`src/rtl/instr_sequencer_pkg.sv`:
```
// instr_sequencer_pkg: state encodings and write-control constants shared with the decoder
package instr_sequencer_pkg;
    localparam logic [2:0] SEQ_IDLE   = 3'd0;
    localparam logic [2:0] SEQ_FETCH  = 3'd1;
    localparam logic [2:0] SEQ_DECODE = 3'd2;
    localparam logic [2:0] SEQ_EXEC   = 3'd3;
    localparam logic [2:0] SEQ_WB     = 3'd4;
    localparam logic [3:0] W_INHIBIT  = 4'b1111;
    localparam logic [2:0] COND_NONE  = 3'b000;
    typedef enum logic [2:0] {
        S_IDLE   = SEQ_IDLE,
        S_FETCH  = SEQ_FETCH,
        S_DECODE = SEQ_DECODE,
        S_EXEC   = SEQ_EXEC,
        S_WB     = SEQ_WB
    } seq_state_t;
endpackage

```
`src/rtl/instr_sequencer_if.sv`:
```
// instr_sequencer_if: instruction-memory req/ack fetch bus
interface instr_sequencer_if;
    logic        req;
    logic [31:0] addr;
    logic        ack;
    logic [31:0] rdata;
    modport master(output req, addr, input ack, rdata);
    modport slave(input req, addr, output ack, rdata);
endinterface

```
`src/rtl/instr_sequencer_next_pc.sv`:
```
// instr_sequencer_next_pc: next PC from jump target, taken branch offset or sequential step
module instr_sequencer_next_pc (
    input  logic [31:0] pc,
    input  logic [25:0] target,
    input  logic        jump,
    input  logic        taken,
    output logic [31:0] next_pc
);
    logic [31:0] pc_plus4;
    assign pc_plus4 = pc + 32'd4;
    assign next_pc = jump  ? {pc_plus4[31:28], target, 2'b00} :
                     taken ? pc_plus4 + {{14{target[15]}}, target[15:0], 2'b00} :
                             pc_plus4;
endmodule

```
`src/rtl/instr_sequencer.sv`:
```
// instr_sequencer: multi-cycle FETCH/DECODE/EXECUTE/WRITEBACK control owning PC and IR
module instr_sequencer
    import instr_sequencer_pkg::*;
#(
    parameter logic [31:0] RESET_PC = 32'h0000_0000
) (
    input  logic                      clk,
    input  logic                      rst_n,
    input  logic                      run,
    instr_sequencer_if.master         imem,
    output logic [31:0]               ir,
    output logic [31:0]               pc,
    input  logic                      dec_jump,
    input  logic [2:0]                dec_cond,
    input  logic                      cmp_taken,
    input  logic [3:0]                dec_byte_w_en,
    output logic [3:0]                rf_byte_w_en,
    output logic                      retire,
    output logic [31:0]               retire_cnt,
    output logic [2:0]                state
);
    seq_state_t  cur, nxt;
    logic        taken_q;
    logic [31:0] npc;

    instr_sequencer_next_pc u_next_pc (
        .pc(pc),
        .target(ir[25:0]),
        .jump(dec_jump),
        .taken(taken_q),
        .next_pc(npc)
    );

    always_ff @(posedge clk) begin
        if (!rst_n) begin
            cur        <= S_IDLE;
            pc         <= RESET_PC;
            ir         <= '0;
            taken_q    <= 1'b0;
            retire_cnt <= '0;
        end else begin
            cur <= nxt;
            if (cur == S_FETCH && imem.ack) ir <= imem.rdata;
            if (cur == S_EXEC) taken_q <= (dec_cond != COND_NONE) & cmp_taken;
            if (cur == S_WB) begin
                pc         <= npc;
                retire_cnt <= retire_cnt + 32'd1;
            end
        end
    end

    always_comb begin
        nxt = cur;
        case (cur)
            S_IDLE:   nxt = run ? S_FETCH : S_IDLE;
            S_FETCH:  nxt = imem.ack ? S_DECODE : S_FETCH;
            S_DECODE: nxt = S_EXEC;
            S_EXEC:   nxt = S_WB;
            S_WB:     nxt = run ? S_FETCH : S_IDLE;
            default:  nxt = S_IDLE;
        endcase
    end

    // register-file writes are only allowed to land in WRITEBACK
    assign rf_byte_w_en = (cur == S_WB) ? dec_byte_w_en : W_INHIBIT;
    assign retire       = (cur == S_WB);
    assign imem.req     = (cur == S_FETCH);
    assign imem.addr    = pc;
    assign state        = cur;
endmodule

```
`src/flat_wrapper.sv`:
```
// flat-port wrapper written by rule: the top's interface ports become plain ports
module instr_sequencer_flat import instr_sequencer_pkg::*;
#(
    parameter logic [31:0] RESET_PC = 32'h0000_0000
)
  (clk, rst_n, run, ir, pc, dec_jump, dec_cond, cmp_taken, dec_byte_w_en, rf_byte_w_en, retire, retire_cnt, state, imem_req, imem_addr, imem_ack, imem_rdata);
  instr_sequencer_if imem_i ();
  input  logic clk;
  input  logic rst_n;
  input  logic run;
  output logic [31:0] ir;
  output logic [31:0] pc;
  input  logic dec_jump;
  input  logic [2:0] dec_cond;
  input  logic cmp_taken;
  input  logic [3:0] dec_byte_w_en;
  output logic [3:0] rf_byte_w_en;
  output logic retire;
  output logic [31:0] retire_cnt;
  output logic [2:0] state;
  output wire logic [$bits(imem_i.req)-1:0] imem_req;
  output wire logic [$bits(imem_i.addr)-1:0] imem_addr;
  input wire logic [$bits(imem_i.ack)-1:0] imem_ack;
  input wire logic [$bits(imem_i.rdata)-1:0] imem_rdata;
  assign imem_req = imem_i.req;
  assign imem_addr = imem_i.addr;
  assign imem_i.ack = imem_ack;
  assign imem_i.rdata = imem_rdata;
  instr_sequencer #(.RESET_PC(RESET_PC)) u_core (.clk(clk), .rst_n(rst_n), .run(run), .imem(imem_i), .ir(ir), .pc(pc), .dec_jump(dec_jump), .dec_cond(dec_cond), .cmp_taken(cmp_taken), .dec_byte_w_en(dec_byte_w_en), .rf_byte_w_en(rf_byte_w_en), .retire(retire), .retire_cnt(retire_cnt), .state(state));
endmodule
```
`config.mk`:
```
export PLATFORM = sky130hd
export DESIGN_NAME = instr_sequencer_flat
export DESIGN_NICKNAME = d
export VERILOG_FILES = /design/src/rtl/instr_sequencer_pkg.sv /design/src/rtl/instr_sequencer_if.sv /design/src/rtl/instr_sequencer_next_pc.sv /design/src/rtl/instr_sequencer.sv /design/src/flat_wrapper.sv
export SDC_FILE = /design/constraint.sdc
export NUM_CORES = 1
export LEC_CHECK = 0
export ABC_CLOCK_PERIOD_IN_PS = 4550
export CORE_UTILIZATION = 47
export CTS_CLUSTER_DIAMETER = 100
export DETAILED_ROUTE_END_ITERATION = 6
export GPL_ROUTABILITY_DRIVEN = 0
export PLACE_DENSITY = 0.78
export SETUP_SLACK_MARGIN = 0.3
export SLEW_MARGIN = 20
export SYNTH_ARGS = -nofsm -noshare
export SYNTH_HDL_FRONTEND = slang
export SYNTH_SLANG_ARGS = --single-unit
```
`constraint.sdc`:
```
create_clock -name clk -period 4.55 [get_ports clk]
set_input_delay 0.455 -clock clk [delete_from_list [all_inputs] [get_ports clk]]
set_output_delay 0.455 -clock clk [all_outputs]
set_load 0.05 [all_outputs]
```
==> flow_summary.ini, run 1 <==
[timing]
hold_viol = 0
final.setup_skew_ns = 0.00740
slew_headroom = 0.315
rsz0062_at_grt = no
tns_ns = 0
period_needed_ns = 3.80
achievable-frequency_mhz = 263
timing.final.max_slew_violations = 0
min_period_over_period = 0.835
setup_viol = 0
timing_worst_slew_pin_value_ns = 1.03

[finish]
layout_commonest_cell = clkdlybuf4s50_1
num-nets-final = 1091
final.fill_count = 1275
fraction_of_layout_cells_with_a_size_suffix_above_1 = 0.0445
most-common-layout-cells = clkdlybuf4s50_1, nand2_1, dfxtp_1
antenna_cells_inserted = 0
area_growth_syn_to_layout_pct = 28.7
finish.utilization = 0.625

[clock_network]
path_clk_slew_ns = 0.08
clock_tree.htree_level_count = 3
holdBufCountCts = 0
cts-resized-gates = 0
post-cts-setup-buffer-count = 0
clk_buf_depth = 2
clock_tree_from_tritoncts = yes
cts_made_buffers = 9
worstSkewPairLatency_ns = 0.36
cts_root_buffer = clkbuf_16
clock_sink_count = 98

[yosys]
synth-seq-area-share = 0.289
syn-cell-area_sq_um = 6790
yosys_register_bits = 98
ys_dominant_reg_cell = dfxtp_1
synth_enable_flop_cells = 0
synth_cell_types = 71
avgSynthCellArea_sq_um = 7.69
netlist_instances = 883
ys.warnings.count = 0
synth-async-reset-ratio = 0

[detailed_routing]
firstDrtPassIters = 5
drt_antenna_net_count = 0
drcViolationCount = 0
vias = 6763
initialDrtViolationCount = 506
wl_per_cell_microns = 17.1
detail_route.vias_per_cell = 5.67
routed_wl_microns = 20400

[die]
top_level_ports = 182
die_height_microns = 122
die-area_sq_um = 14900
fp.coreArea_sq_um = 14000
initial_core_util = 0.485
core.rowCount = 43
die_span_x_microns = 122

[global_route]
maximum_number_of_pins_on_one_net_before_global_route_repair = 49
grt_util_met3 = 0.0515
vias_in_the_first_global_route = 6309
met1_usage_grt = 0.365
grt-busiest-layer = met2
grt_util_met2 = 0.451
grt_remaining_overflow = 0
antenna_violations_before_repair = 0
grt_first_pass_wirelength_microns = 32400
grtUsageTotal = 0.277

[critical_path]
setup.worst_path.end_class = flip-flop
critPathLaunch = u_core.imem.addr[5]$_SDFFE_PN0P_
critical_path_arrival_ns = 4.06
crit_path_start_kind = flip-flop
crit_path_max_fanout = 8
rr_startpoint = u_core.imem.addr[5]$_SDFFE_PN0P_
cp_data_required_time_ns = 4.81
crit_type = reg2reg
worst-r2r-setup-slack_ns = 0.75

[pwr]
max_ir_drop_vdd_v = 0.000168
power.leakage_nw = 3.30
p_per_area_nw_per_um2 = 223

[job]
max-cap-violations = 0

[status]
outcome = finished, final reports clean

[placed_design]
hpwl_microns = 14700
io_buffers = 177

[hold_path]
hp-class = reg2reg
min_from = u_core.ir[28]$_SDFFE_PN0P_
[flip-flops by register name, summed over array words and instances (netlist names)]
name,count
u_core.ir,32
u_core.retire_cnt,32
u_core.imem.addr,30
u_core.state,3
u_core.taken_q,1
[power breakdown]
| group | switching (mW) | internal (mW) |
|---|---|---|
| Sequential | 0.0243 | 0.873 |
| Clock | 0.389 | 0.387 |
| Combinational | 0.170 | 0.106 |
[critical path, cell delays in order, from the launching register on]
cell and delay [ns]:
dfxtp_1 0.46, and4_1 0.44, nand4_2 0.29, nor2_2 0.33, and3_1 0.21, xor2_1 0.27
ha_1 0.32, nand2_1 0.09, o21ai_0 0.12, nor2_1 0.10, o21ai_0 0.12, a21oi_1 0.18
o21ai_1 0.10, or4b_1 0.49, and3_1 0.17
[logic make-up after synthesis]
kind of cell	count (synthesis)	synth area share
buf+inv	90	0.0691
mux	7	0.0105
xor+xnor	77	0.0993
other cells	1	0.000552
simple gates	370	0.265
compound gates	201	0.193
fa+ha+maj	39	0.0730
flops	98	0.289
[cell usage after synthesis, drive strengths merged, types with 23 or more instances]
cell type  instances  area [sq um]
ha                38           475
buf               40           282
a21oi             65           348
and3              23           144
xnor2             44           385
xor2              33           289
clkbuf            35           131
a21boi            23           173
nand3             35           180
nor2              61           231
o21ai             37           189
dfxtp             98          1960
nand2            153           574
[path summary, 6_finish.rpt]
kind	endpoint	cells after the start
max	u_core.imem.addr[28]$_SDFFE_PN0P_	14
min	u_core.ir[28]$_SDFFE_PN0P_	2
min reg2reg	u_core.ir[28]$_SDFFE_PN0P_	2
max reg2reg	u_core.imem.addr[28]$_SDFFE_PN0P_	14
[metal layers]
layer	wire, microns	up-vias
li1	-	3312
met1	8940	3144
met2	9420	270
met3	1600	37
met4	414	0
met5	0	-
[cell type report]
type | instances | area, sq um | area share
Tap cell | 180 | 225 | 0.0258
Inverter | 15 | 56.3 | 0.00644
Sequential cell | 98 | 1960 | 0.224
Clock buffer | 9 | 225 | 0.0258
Clock inverter | 7 | 70.1 | 0.00802
Timing Repair Buffer | 185 | 1830 | 0.210
Multi-Input combinational cell | 698 | 4370 | 0.500
[per-stage QoR]
stage / instances / area, sq um / hold WS (ns) / total power [mW] / worst slack [ns]
2_1_floorplan: 886 / 6800 / 0.591 / 1.08 / 0.923
3_3_place_gp: 1176 / 8440 / 0.443 / 1.19 / 1.02
3_5_place_dp: 1176 / 8440 / 0.450 / 1.19 / 0.863
4_1_cts: 1192 / 8740 / 0.461 / 1.96 / 0.838
5_1_grt: 1192 / 8740 / 0.472 / 2.01 / 0.500
6_report: 1192 / 8740 / 0.460 / 1.95 / 0.749
No activity file was read; power rests on OpenSTA's default activity.
==> run 2, diff against run 1 <==
Settings changed: ABC_CLOCK_PERIOD_IN_PS 4550 to 3800.
Clock period 4.55 ns to 3.8 ns, I/O delays scaled along.
==> run 2 against run 1 <==
Net effect: die area unchanged; worst setup slack got worse by 0.36 ns; routed wire length increased by 2.4%; non-clock buffer count increased by 13; sequential power increased by 19%; critical path type unchanged; global-route usage decreased by 0.10 points; final area increased by 3.2%.
==> flow_summary.ini, run 2 (synthesized netlist as in run 1, its figures left out) <==
[pwr]
max_ir_drop_vdd_v = 0.000188
cellInternalPower_mw = 1.65
pwr-share-comb = 0.143
p_per_area_nw_per_um2 = 261
power.net_switching_uw = 710
totalPowerFinal_mw = 2.36
power.leakage_nw = 3.42
power.share.switching = 0.302
power.clock.fraction = 0.403
seq_power_share = 0.454

[detailed_routing]
initialDrtViolationCount = 479
drcViolationCount = 0
vias = 6856
detail_route.vias_per_cell = 5.69
firstDrtPassIters = 5
drt_antenna_net_count = 0
wl_per_cell_microns = 17.3
routed_wl_microns = 20900

[hold_path]
min_from = u_core.ir[29]$_SDFFE_PN0P_
hold-path-endpoint = u_core.ir[29]$_SDFFE_PN0P_
holdPathStages = 2
hp-class = reg2reg

[die]
fp.coreArea_sq_um = 14000
top_level_ports = 182
initial_core_util = 0.485
core.rowCount = 43
die_span_x_microns = 122
die_height_microns = 122
die-area_sq_um = 14900

[finish]
seq_area_sq_um = 1990
area_growth_syn_to_layout_pct = 32.8
most-common-layout-cells = clkdlybuf4s50_1, nand2_1, dfxtp_1
final.fill_count = 1242
multi_input_area_sq_um = 4510
instances_no_fill = 1205
finish.utilization = 0.645
antenna_cells_inserted = 0
finalInstanceArea_sq_um = 9020
layout_commonest_cell = clkdlybuf4s50_1
fraction_of_layout_cells_with_a_size_suffix_above_1 = 0.0898
num-nets-final = 1104

[critical_path]
worst-r2r-setup-slack_ns = 0.39
setup.worst_path.end_class = flip-flop
crit_type = reg2reg
reg2regPathDepth = 13
rr_startpoint = u_core.imem.addr[4]$_SDFFE_PN0P_
crit_path_start_kind = flip-flop
cp_data_required_time_ns = 4.05
endpoint_of_the_worst_slack_reg_to_reg_timing_path = u_core.imem.addr[18]$_SDFFE_PN0P_
critical_path_arrival_ns = 3.66
crit_path_max_fanout = 8

[timing]
fin_hold_ws_ns = 0.457
final.setup_skew_ns = 0.00917
timing.final.max_slew_violations = 0
finalWorstSetupSlack_ns = 0.390
timing_worst_slew_pin_value_ns = 0.853
period_needed_ns = 3.41
achievable-frequency_mhz = 293
rsz0062_at_grt = no
tns_ns = 0
hold_viol = 0
min_period_over_period = 0.897
slew_headroom = 0.431
setup_viol = 0

[placed_design]
place_area_sq_um = 8520
hpwl_microns = 15000
dp.cells = 1185
placement.setup.worst_slack_ns = 0.190
io_buffers = 177

[clock_network]
clock_tree.htree_level_count = 3
clk_buf_depth = 2
cts_root_buffer = clkbuf_16
clock_tree_from_tritoncts = yes
holdBufCountCts = 0
cts_made_buffers = 9
worstSkewPairLatency_ns = 0.36
clock_sink_count = 98
path_clk_slew_ns = 0.08

[global_route]
vias_in_the_first_global_route = 6064
antenna_violations_before_repair = 0
maximum_number_of_pins_on_one_net_before_global_route_repair = 33
grtUsageTotal = 0.276
grt_remaining_overflow = 0
grt_first_pass_wirelength_microns = 32200

[status]
outcome = finished, final reports clean

[job]
max-cap-violations = 0
run 2: power groups by stage:
stage	registers [mW]	clock network (mW)	logic [mW]
6_report	1.07	0.950	0.336
5_1_grt	1.07	1.01	0.358
4_1_cts	1.07	0.964	0.333
3_5_place_dp	1.10	0	0.331
3_3_place_gp	1.10	0	0.329
2_1_floorplan	1.15	0	0.145
run 2: metal layers:
| metal | vias up | routed length (microns) | global-route usage |
|---|---|---|---|
| met2 | 295 | 9350 | 0.424 |
| li1 | 3344 | - | - |
| met5 | - | 0 | 0 |
| met1 | 3181 | 9180 | 0.373 |
| met4 | 0 | 364 | 0.0808 |
| met3 | 36 | 1970 | 0.0801 |
run 2: worst max-delay path by stage:
| stage | start | to | slack (ns) | cells after the start |
|---|---|---|---|---|
| 2_1_floorplan | u_core.imem.addr[13]$_SDFFE_PN0P_ | u_core.imem.addr[30]$_SDFFE_PN0P_ | 0.32 | 13 |
| 3_3_place_gp | u_core.imem.addr[4]$_SDFFE_PN0P_ | u_core.imem.addr[28]$_SDFFE_PN0P_ | 0.34 | 14 |
| 3_5_place_dp | u_core.imem.addr[4]$_SDFFE_PN0P_ | u_core.imem.addr[28]$_SDFFE_PN0P_ | 0.19 | 14 |
| 4_1_cts | u_core.imem.addr[4]$_SDFFE_PN0P_ | u_core.imem.addr[28]$_SDFFE_PN0P_ | 0.31 | 13 |
| 5_1_grt | u_core.imem.addr[4]$_SDFFE_PN0P_ | u_core.imem.addr[30]$_SDFFE_PN0P_ | 0.27 | 13 |
| 6_report | u_core.imem.addr[4]$_SDFFE_PN0P_ | u_core.imem.addr[18]$_SDFFE_PN0P_ | 0.39 | 13 |
run 2: area by class of cell:
class	instances	area share
multi-input cells	698	0.500
flip-flops and latches	98	0.221
repair buffers	198	0.214
clock buffers	9	0.0250
well taps	180	0.0250
clock inverters	7	0.00888
inverters	15	0.00624
run 2: timing repair:
item / CTS / global route
setup buffers: 0 / 4
setup endpoints to repair: 6 / 11
resized for setup: 6 / 34
pin swaps: 1 / 7
run 2: worst max-delay path: stages (launching register included):
cell	delay [ns]
dfxtp_4	0.39
and4_4	0.30
and3_1	0.19
nand4_1	0.14
xnor2_2	0.25
ha_4	0.27
and4_1	0.21
and2_1	0.19
and3_1	0.23
nor3_1	0.38
o21bai_1	0.13
xnor2_1	0.14
mux2_2	0.26
a22o_1	0.22
